===== src/rtl/window_3x3_stream.sv =====
// Streaming 3x3 neighbourhood generator: two line buffers plus a shifting 3x3
// window register turn a raster pixel stream into every fully-populated window.
module window_3x3_stream #(
  parameter int DATA_W    = 8,
  parameter int IMG_W     = 258,
  parameter int IMG_H     = 34,
  parameter int ZERO_IDLE = 1
) (
  input  logic                       clk,
  input  logic                       rst,
  input  logic                       in_valid,
  input  logic                       in_sof,
  input  logic [DATA_W-1:0]          in_data,
  output logic                       out_valid,
  output logic [DATA_W-1:0]          win1,
  output logic [DATA_W-1:0]          win2,
  output logic [DATA_W-1:0]          win3,
  output logic [DATA_W-1:0]          win4,
  output logic [DATA_W-1:0]          win5,
  output logic [DATA_W-1:0]          win6,
  output logic [DATA_W-1:0]          win7,
  output logic [DATA_W-1:0]          win8,
  output logic [DATA_W-1:0]          win9,
  output logic [$clog2(IMG_H)-1:0]   out_row,
  output logic [$clog2(IMG_W)-1:0]   out_col,
  output logic                       frame_done
);

  // Handshake: in_valid qualifies in_data/in_sof and every valid pixel is taken
  // (no ready). out_valid is a one-cycle strobe per window, also without ready.

  localparam int CW = $clog2(IMG_W);
  localparam int RW = $clog2(IMG_H);

  logic [CW-1:0]     col_q, cur_col, nxt_col;
  logic [RW-1:0]     row_q, cur_row, nxt_row;
  logic              at_last_col, at_last_row, emit;
  logic [DATA_W-1:0] lb1 [IMG_W];
  logic [DATA_W-1:0] lb2 [IMG_W];
  logic [DATA_W-1:0] lb1_rd, lb2_rd;
  logic [DATA_W-1:0] win_q [3][3];
  logic [DATA_W-1:0] win_d [3][3];
  logic [DATA_W-1:0] tap_q [3][3];
  logic              tap_en;

  // A start-of-frame pixel is placed at (0,0) regardless of the counters.
  always_comb begin
    cur_col     = in_sof ? '0 : col_q;
    cur_row     = in_sof ? '0 : row_q;
    at_last_col = (cur_col == CW'(IMG_W - 1));
    at_last_row = (cur_row == RW'(IMG_H - 1));
    emit        = in_valid && (cur_row >= RW'(2)) && (cur_col >= CW'(2));
    nxt_col     = cur_col + CW'(1);
    nxt_row     = cur_row;
    if (at_last_col) begin
      nxt_col = '0;
      nxt_row = at_last_row ? '0 : cur_row + RW'(1);
    end
  end

  assign lb1_rd = lb1[cur_col];
  assign lb2_rd = lb2[cur_col];

  always_comb begin
    for (int i = 0; i < 3; i++) begin
      win_d[i][0] = win_q[i][1];
      win_d[i][1] = win_q[i][2];
    end
    win_d[0][2] = lb2_rd;
    win_d[1][2] = lb1_rd;
    win_d[2][2] = in_data;
  end

  // Line buffers carry no reset; a window only uses rows written this frame.
  always_ff @(posedge clk) begin
    if (in_valid && !rst) begin
      lb2[cur_col] <= lb1_rd;
      lb1[cur_col] <= in_data;
    end
  end

  always_ff @(posedge clk) begin
    if (rst) begin
      col_q      <= '0;
      row_q      <= '0;
      out_valid  <= 1'b0;
      frame_done <= 1'b0;
      out_row    <= '0;
      out_col    <= '0;
      for (int i = 0; i < 3; i++) begin
        for (int j = 0; j < 3; j++) begin
          win_q[i][j] <= '0;
          tap_q[i][j] <= '0;
        end
      end
    end else begin
      out_valid  <= emit;
      frame_done <= emit && at_last_row && at_last_col;
      if (in_valid) begin
        col_q <= nxt_col;
        row_q <= nxt_row;
        win_q <= win_d;
      end
      // Taps capture only complete windows, so idle cycles hold the last one.
      if (emit) begin
        tap_q   <= win_d;
        out_row <= cur_row - RW'(2);
        out_col <= cur_col - CW'(2);
      end
    end
  end

  assign tap_en = (ZERO_IDLE != 0) ? out_valid : 1'b1;

  assign win1 = tap_en ? tap_q[0][0] : '0;
  assign win2 = tap_en ? tap_q[0][1] : '0;
  assign win3 = tap_en ? tap_q[0][2] : '0;
  assign win4 = tap_en ? tap_q[1][0] : '0;
  assign win5 = tap_en ? tap_q[1][1] : '0;
  assign win6 = tap_en ? tap_q[1][2] : '0;
  assign win7 = tap_en ? tap_q[2][0] : '0;
  assign win8 = tap_en ? tap_q[2][1] : '0;
  assign win9 = tap_en ? tap_q[2][2] : '0;

endmodule


===== config.mk =====
export PLATFORM = sky130hd
export DESIGN_NAME = window_3x3_stream
export DESIGN_NICKNAME = d
export VERILOG_FILES = /design/src/rtl/window_3x3_stream.sv
export SDC_FILE = /design/constraint.sdc
export NUM_CORES = 2
export LEC_CHECK = 0
export ABC_AREA = 0
export CORE_MARGIN = 8
export CORE_UTILIZATION = 35
export CTS_CLUSTER_SIZE = 20
export DETAILED_ROUTE_END_ITERATION = 8
export MAX_ROUTING_LAYER = met4
export PLACE_DENSITY = 0.53
export REMOVE_ABC_BUFFERS = 1
export SLEW_MARGIN = 10
export SYNTH_ARGS = -nofsm -noshare
export SYNTH_HDL_FRONTEND = slang
export SYNTH_MEMORY_MAX_BITS = 65536
export SYNTH_SLANG_ARGS = --single-unit

===== constraint.sdc =====
create_clock -name clk -period 23 [get_ports clk]
set_input_delay 2.3 -clock clk [delete_from_list [all_inputs] [get_ports clk]]
set_output_delay 2.3 -clock clk [all_outputs]
set_load 0.05 [all_outputs]

# Word level (Yosys, flattened, before mapping)
# Memories as Yosys holds them, arrays and structs flattened.
# Index checks and enable logic that the tools add are counted.
# word_totals
reg_bits,152
mem_bits_rw,4128
inputBits,12
out_inout_bits,89
elab_cells,53
mem_count,2
# memory_table
memory,words,word_bits,read_ports,rd_clocked_by_memory_dff,wr,line_no,text
lb1,258,8,1,0,1,38,logic [DATA_W-1:0] lb1 [IMG_W];
lb2,258,8,1,0,1,39,logic [DATA_W-1:0] lb2 [IMG_W];
# classes
n_addsub,4
order_cmp,2
eq_ne,2
mux,16
n_reduce_logical,6
# ops
op,count
8-bit 2-to-1 mux,9
6-bit 2-to-1 mux,3
9-bit 2-to-1 mux,2
"9-bit by 1-bit adder with 9-bit output, second input constant",1
"9-bit == test, second input constant",1
"9-bit by 2-bit >= comparator with 1-bit output, second input constant",1
"9-bit by 2-bit subtractor with 9-bit output, second input constant",1
"6-bit by 1-bit adder with 6-bit output, second input constant",1
"6-bit == test, second input constant",1
"6-bit by 2-bit >= comparator with 1-bit output, second input constant",1
"6-bit by 2-bit subtractor with 6-bit output, second input constant",1
1-bit logical AND,5
1-bit 2-to-1 mux,2
1-bit logical NOT,1

# Logic depth before layout (Yosys ltp)
# logic_depth
depth_word,6
ltp_mapped,16
mapped_depth_nobuf,10

# Worst setup path after synthesis
# No wires, ideal clock.
# synth_path
path_kind,input -> register
startpoint,input port in_sof
endpoint,memory lb2[0][4] (data pin)
setup_time_ns,1.602
arrival_time_ns,11.044
required_ns,21.398
slack_ns,10.353
cell_stages,10
n_path_buf,4
path_cell_list,buf_4 -> nand3b_1 -> nor3_1 -> clkbuf_1 -> buf_2 -> buf_1 -> a222oi_1 -> o221ai_1 -> a21oi_1 -> o2111ai_1
# synth_between
elab_chain_cells,2
# synth_rtl
item,line_no,text
from (decl),12,"input logic in_sof,"
9-bit 2-to-1 mux,48,cur_col = in_sof ? '0 : col_q;
memory 258 x 8 bit,-,
named net lb1_rd[4],40,"logic [DATA_W-1:0] lb1_rd, lb2_rd;"
to (decl),39,
# The timed path passes the listed nets, and every way through them passes these cells.

# Worst setup path in the final report
# layout_path
startpoint,input port in_sof
endpoint,memory lb2[200][6] (data pin)
# The elaborated chain is that of the path after synthesis.

==> reports/results.tsv <==
metric	value	unit
status	complete, no violations	
criticalPathCategory	in -> reg	
drc	0	
startpoint	in_sof	
r2r_slack	14.60	ns
cp_max_fo	142	
postPlaceCellArea	172000	µm²
p_leak	56.3	nW
p_clk_frac	0.433	
grt_overflow_total	0	
swShare	0.218	
nets	9936	
endpoint	lb2[200][6]	
synth_edf_count	4128	
clock_skew	0.0842	ns
period_share	0.401	
gp_congestion	0.919	
critPathBufInv	10	
yosysSeqAreaShare	0.788	
routed_wl	607000	µm
cts_setup_buffers	0	
insertion_delay	1.03	ns
hpwl	356000	µm
wl_per_cell	36.8	µm
fp.dieW	695	µm
cts-htree-levels	5	
stdcell_count	16500	
cp_num_cells	17	
cts_inserted_buffers	437	
placementRows	249	
synth_mux_area_frac	0.0203	
place_inst	15600	
grt_pass1_vias	95300	
syn_to_final_growth	15.4	%
crit_slowest_cell	buf_4	
clk_pin_slew	0.06	ns
cts_tree	built	
syn_inst	9576	
clock_path_buffers	4	
worstMarginPinSlew	1.39	ns
r2r_start	col_q[1]	
coreArea	460000	µm²
cts_hold_buf	0	
grt_pass1_wl	818000	µm
antenna_found_initial	45	
routed_via_density	6.18	
yosys.area_share.adder	0.000388	
yosys_warnings	0	
portBuffers	100	
cp.arrival	9.77	ns
dr.pass1.iters	6	
async_flop_share	0	
setup_violations	0	
yosys.area_share.simple	0.0336	
final_cell_mix	4128 x edfxtp_1, 978 x a22oi_1, 512 x buf_4, 446 x a21oi_1, 442 x clkbuf_16	
hp-class	reg -> reg	
io_pins	101	
multi_input_area	31700	µm²
ir_worst_vdd	62.6	µV
dieArea	483000	µm²
drive_above_1_share	0.142	
cts_resized	0	
critical_path_required	23.54	ns
syn_avg_cell_area	16.8	µm²
die_h	695	µm
drv_slew	0	
crit_top_cell	buf_4	
num-fill-cells	41200	
reg2regPathDepth	13	
seq_area	127000	µm²
synth_seq_cells	4280	
startpoint_type	input port	
layout.cells.most_common	edfxtp_1	
maxCapViolations	0	
p_comb_frac	0.035	
tns	0	ns
synth_top_family_by_area	compound AO/OA/AOI/OAI gates	
grt_max_degree	180	
synth_area	161000	µm²
switchingPower	3.52	mW
synth_xor_area_frac	0.000380	
clockRootBuffer	clkbuf_16	
synth_compound_gate_area_share	0.137	
maxSlewHeadroom	0.0745	
power.density	86.9	nW/µm²
crit_family	buffers and inverters	
seqPwrFrac	0.532	
initial_core_util	0.351	
slowest_delay	0.79	ns
power.total	16.2	mW
hold_viol	0	
grt.total_usage	0.248	
cts_sinks	4280	
cp-end-kind	register	
max_freq	108	MHz
synth.distinct_cells	87	
path_cells	buf_6, buf_4, buf_4, or3b_4, buf_4, buf_4, nor3_4, buf_4, buf_4, a22oi_1, a31oi_1, or4_1, a211oi_1, buf_4, and4_1, inv_8, buf_4	
rsz0062_at_grt	false	
worstReg2RegEnd	lb2[174][5]	
vias	102000	
drtAntennaViolNets	0	
drt_iter0_markers	16200	
p_int	12.6	mW
fin_area	186000	µm²
period_needed	9.23	ns
synth_ff_type	edfxtp_1	
-- power groups by stage --
stage	Sequential, mW	Clock (mW)	Combinational (mW)
6_report	8.60	7.00	0.562
5_1_grt	8.60	7.34	0.579
4_1_cts	8.60	7.06	0.552
3_5_place_dp	8.77	0	0.551
3_3_place_gp	8.77	0	0.538
2_1_floorplan	8.81	0	0.323
-- synthesized netlist by cell type (all sizes together), types with 13 or more instances --
cell type | number | area, µm²
a2111oi | 23 | 214
a211oi | 72 | 541
a21oi | 447 | 2240
a221o | 16 | 160
a221oi | 304 | 2670
a22o | 275 | 2410
a22oi | 978 | 7340
a311oi | 16 | 140
a31oi | 102 | 638
and2 | 74 | 463
and4b | 13 | 130
buf | 468 | 2230
clkbuf | 260 | 977
dfxtp | 152 | 3040
edfxtp | 4128 | 124000
inv | 33 | 124
mux2 | 73 | 822
mux2i | 232 | 2320
nand2 | 262 | 983
nand3 | 39 | 195
nand4 | 16 | 100
nor2 | 467 | 1760
nor2b | 29 | 181
nor3 | 32 | 165
nor3b | 22 | 185
nor4 | 81 | 513
nor4bb | 24 | 240
o21ai | 248 | 1240
o221ai | 79 | 692
o22a | 80 | 701
o22ai | 306 | 1910
o31ai | 17 | 128
o41ai | 14 | 123
or4 | 24 | 180
-- per-stage QoR --
stage	hold slack (ns)	utilization	worst slack, ns
detailed placement	0.443	0.374	13.04
global route	0.467	0.405	13.88
finish	0.450	0.405	13.77
CTS	0.452	0.404	14.06
floorplan	0.425	-	-84.40
global placement	0.438	0.374	12.74
-- layout make-up --
cell class              instances  share of cell area
clock inverters               275              0.0132
repair buffers                632              0.0285
inverters                      33            0.000908
clock buffers                 548              0.0620
flip-flops and latches       4280               0.683
diodes                         43            0.000578
well taps                    6149              0.0414
multi-input cells            4535               0.171
-- cell families after synthesis --
family                   after synthesis
flip-flops                          4280
AO/OA/AOI/OAI                       3087
AND/OR/NAND/NOR                     1125
buffers and inverters                761
multiplexers                         311
XOR/XNOR                               7
adder cells (fa/ha/maj)                5
-- how the worst min path moves through the flow --
| stage | startpoint | slack (ns) | endpoint | cells past startpoint |
|---|---|---|---|---|
| after floorplan | win_d[16] | 0.43 | tap_q[16] | 2 |
| after global placement | tap_q[70] | 0.44 | tap_q[70] | 2 |
| after detailed placement | win_d[22] | 0.44 | tap_q[22] | 2 |
| after CTS | win_d[22] | 0.45 | tap_q[22] | 2 |
| after global routing | tap_q[32] | 0.47 | tap_q[32] | 2 |
| final | win_d[66] | 0.45 | tap_q[66] | 2 |
-- registers in the layout, indices dropped and copies added (netlist names) --
register,count
lb1,2064
frame_done,1
out_col,9
lb2,2064
out_valid,1
out_row,6
row_q,6
col_q,9
win_d,48
tap_q,72
-- worst reg2reg max path: stages (launching register included) --
cell and delay (ns):
dfxtp_4 0.76, buf_4 0.80, nor3b_2 0.51, buf_12 0.39, buf_4 1.06, buf_12 0.56
a22oi_1 0.23, o22a_1 0.25, a31oi_1 0.46, nor4_1 0.12, a21oi_1 0.90, nor4_2 0.26
inv_8 0.83, buf_4 0.84
-- routing by layer --
metal / vias up / wire length [µm] / global-route usage
met2: 6879 / 267000 / 0.362
li1: 40300 / - / -
met5: - / 0 / -
met1: 53500 / 235000 / 0.327
met3: 1316 / 72700 / 0.0650
met4: 0 / 32500 / 0.111
No activity file was read; power rests on OpenSTA's default activity.
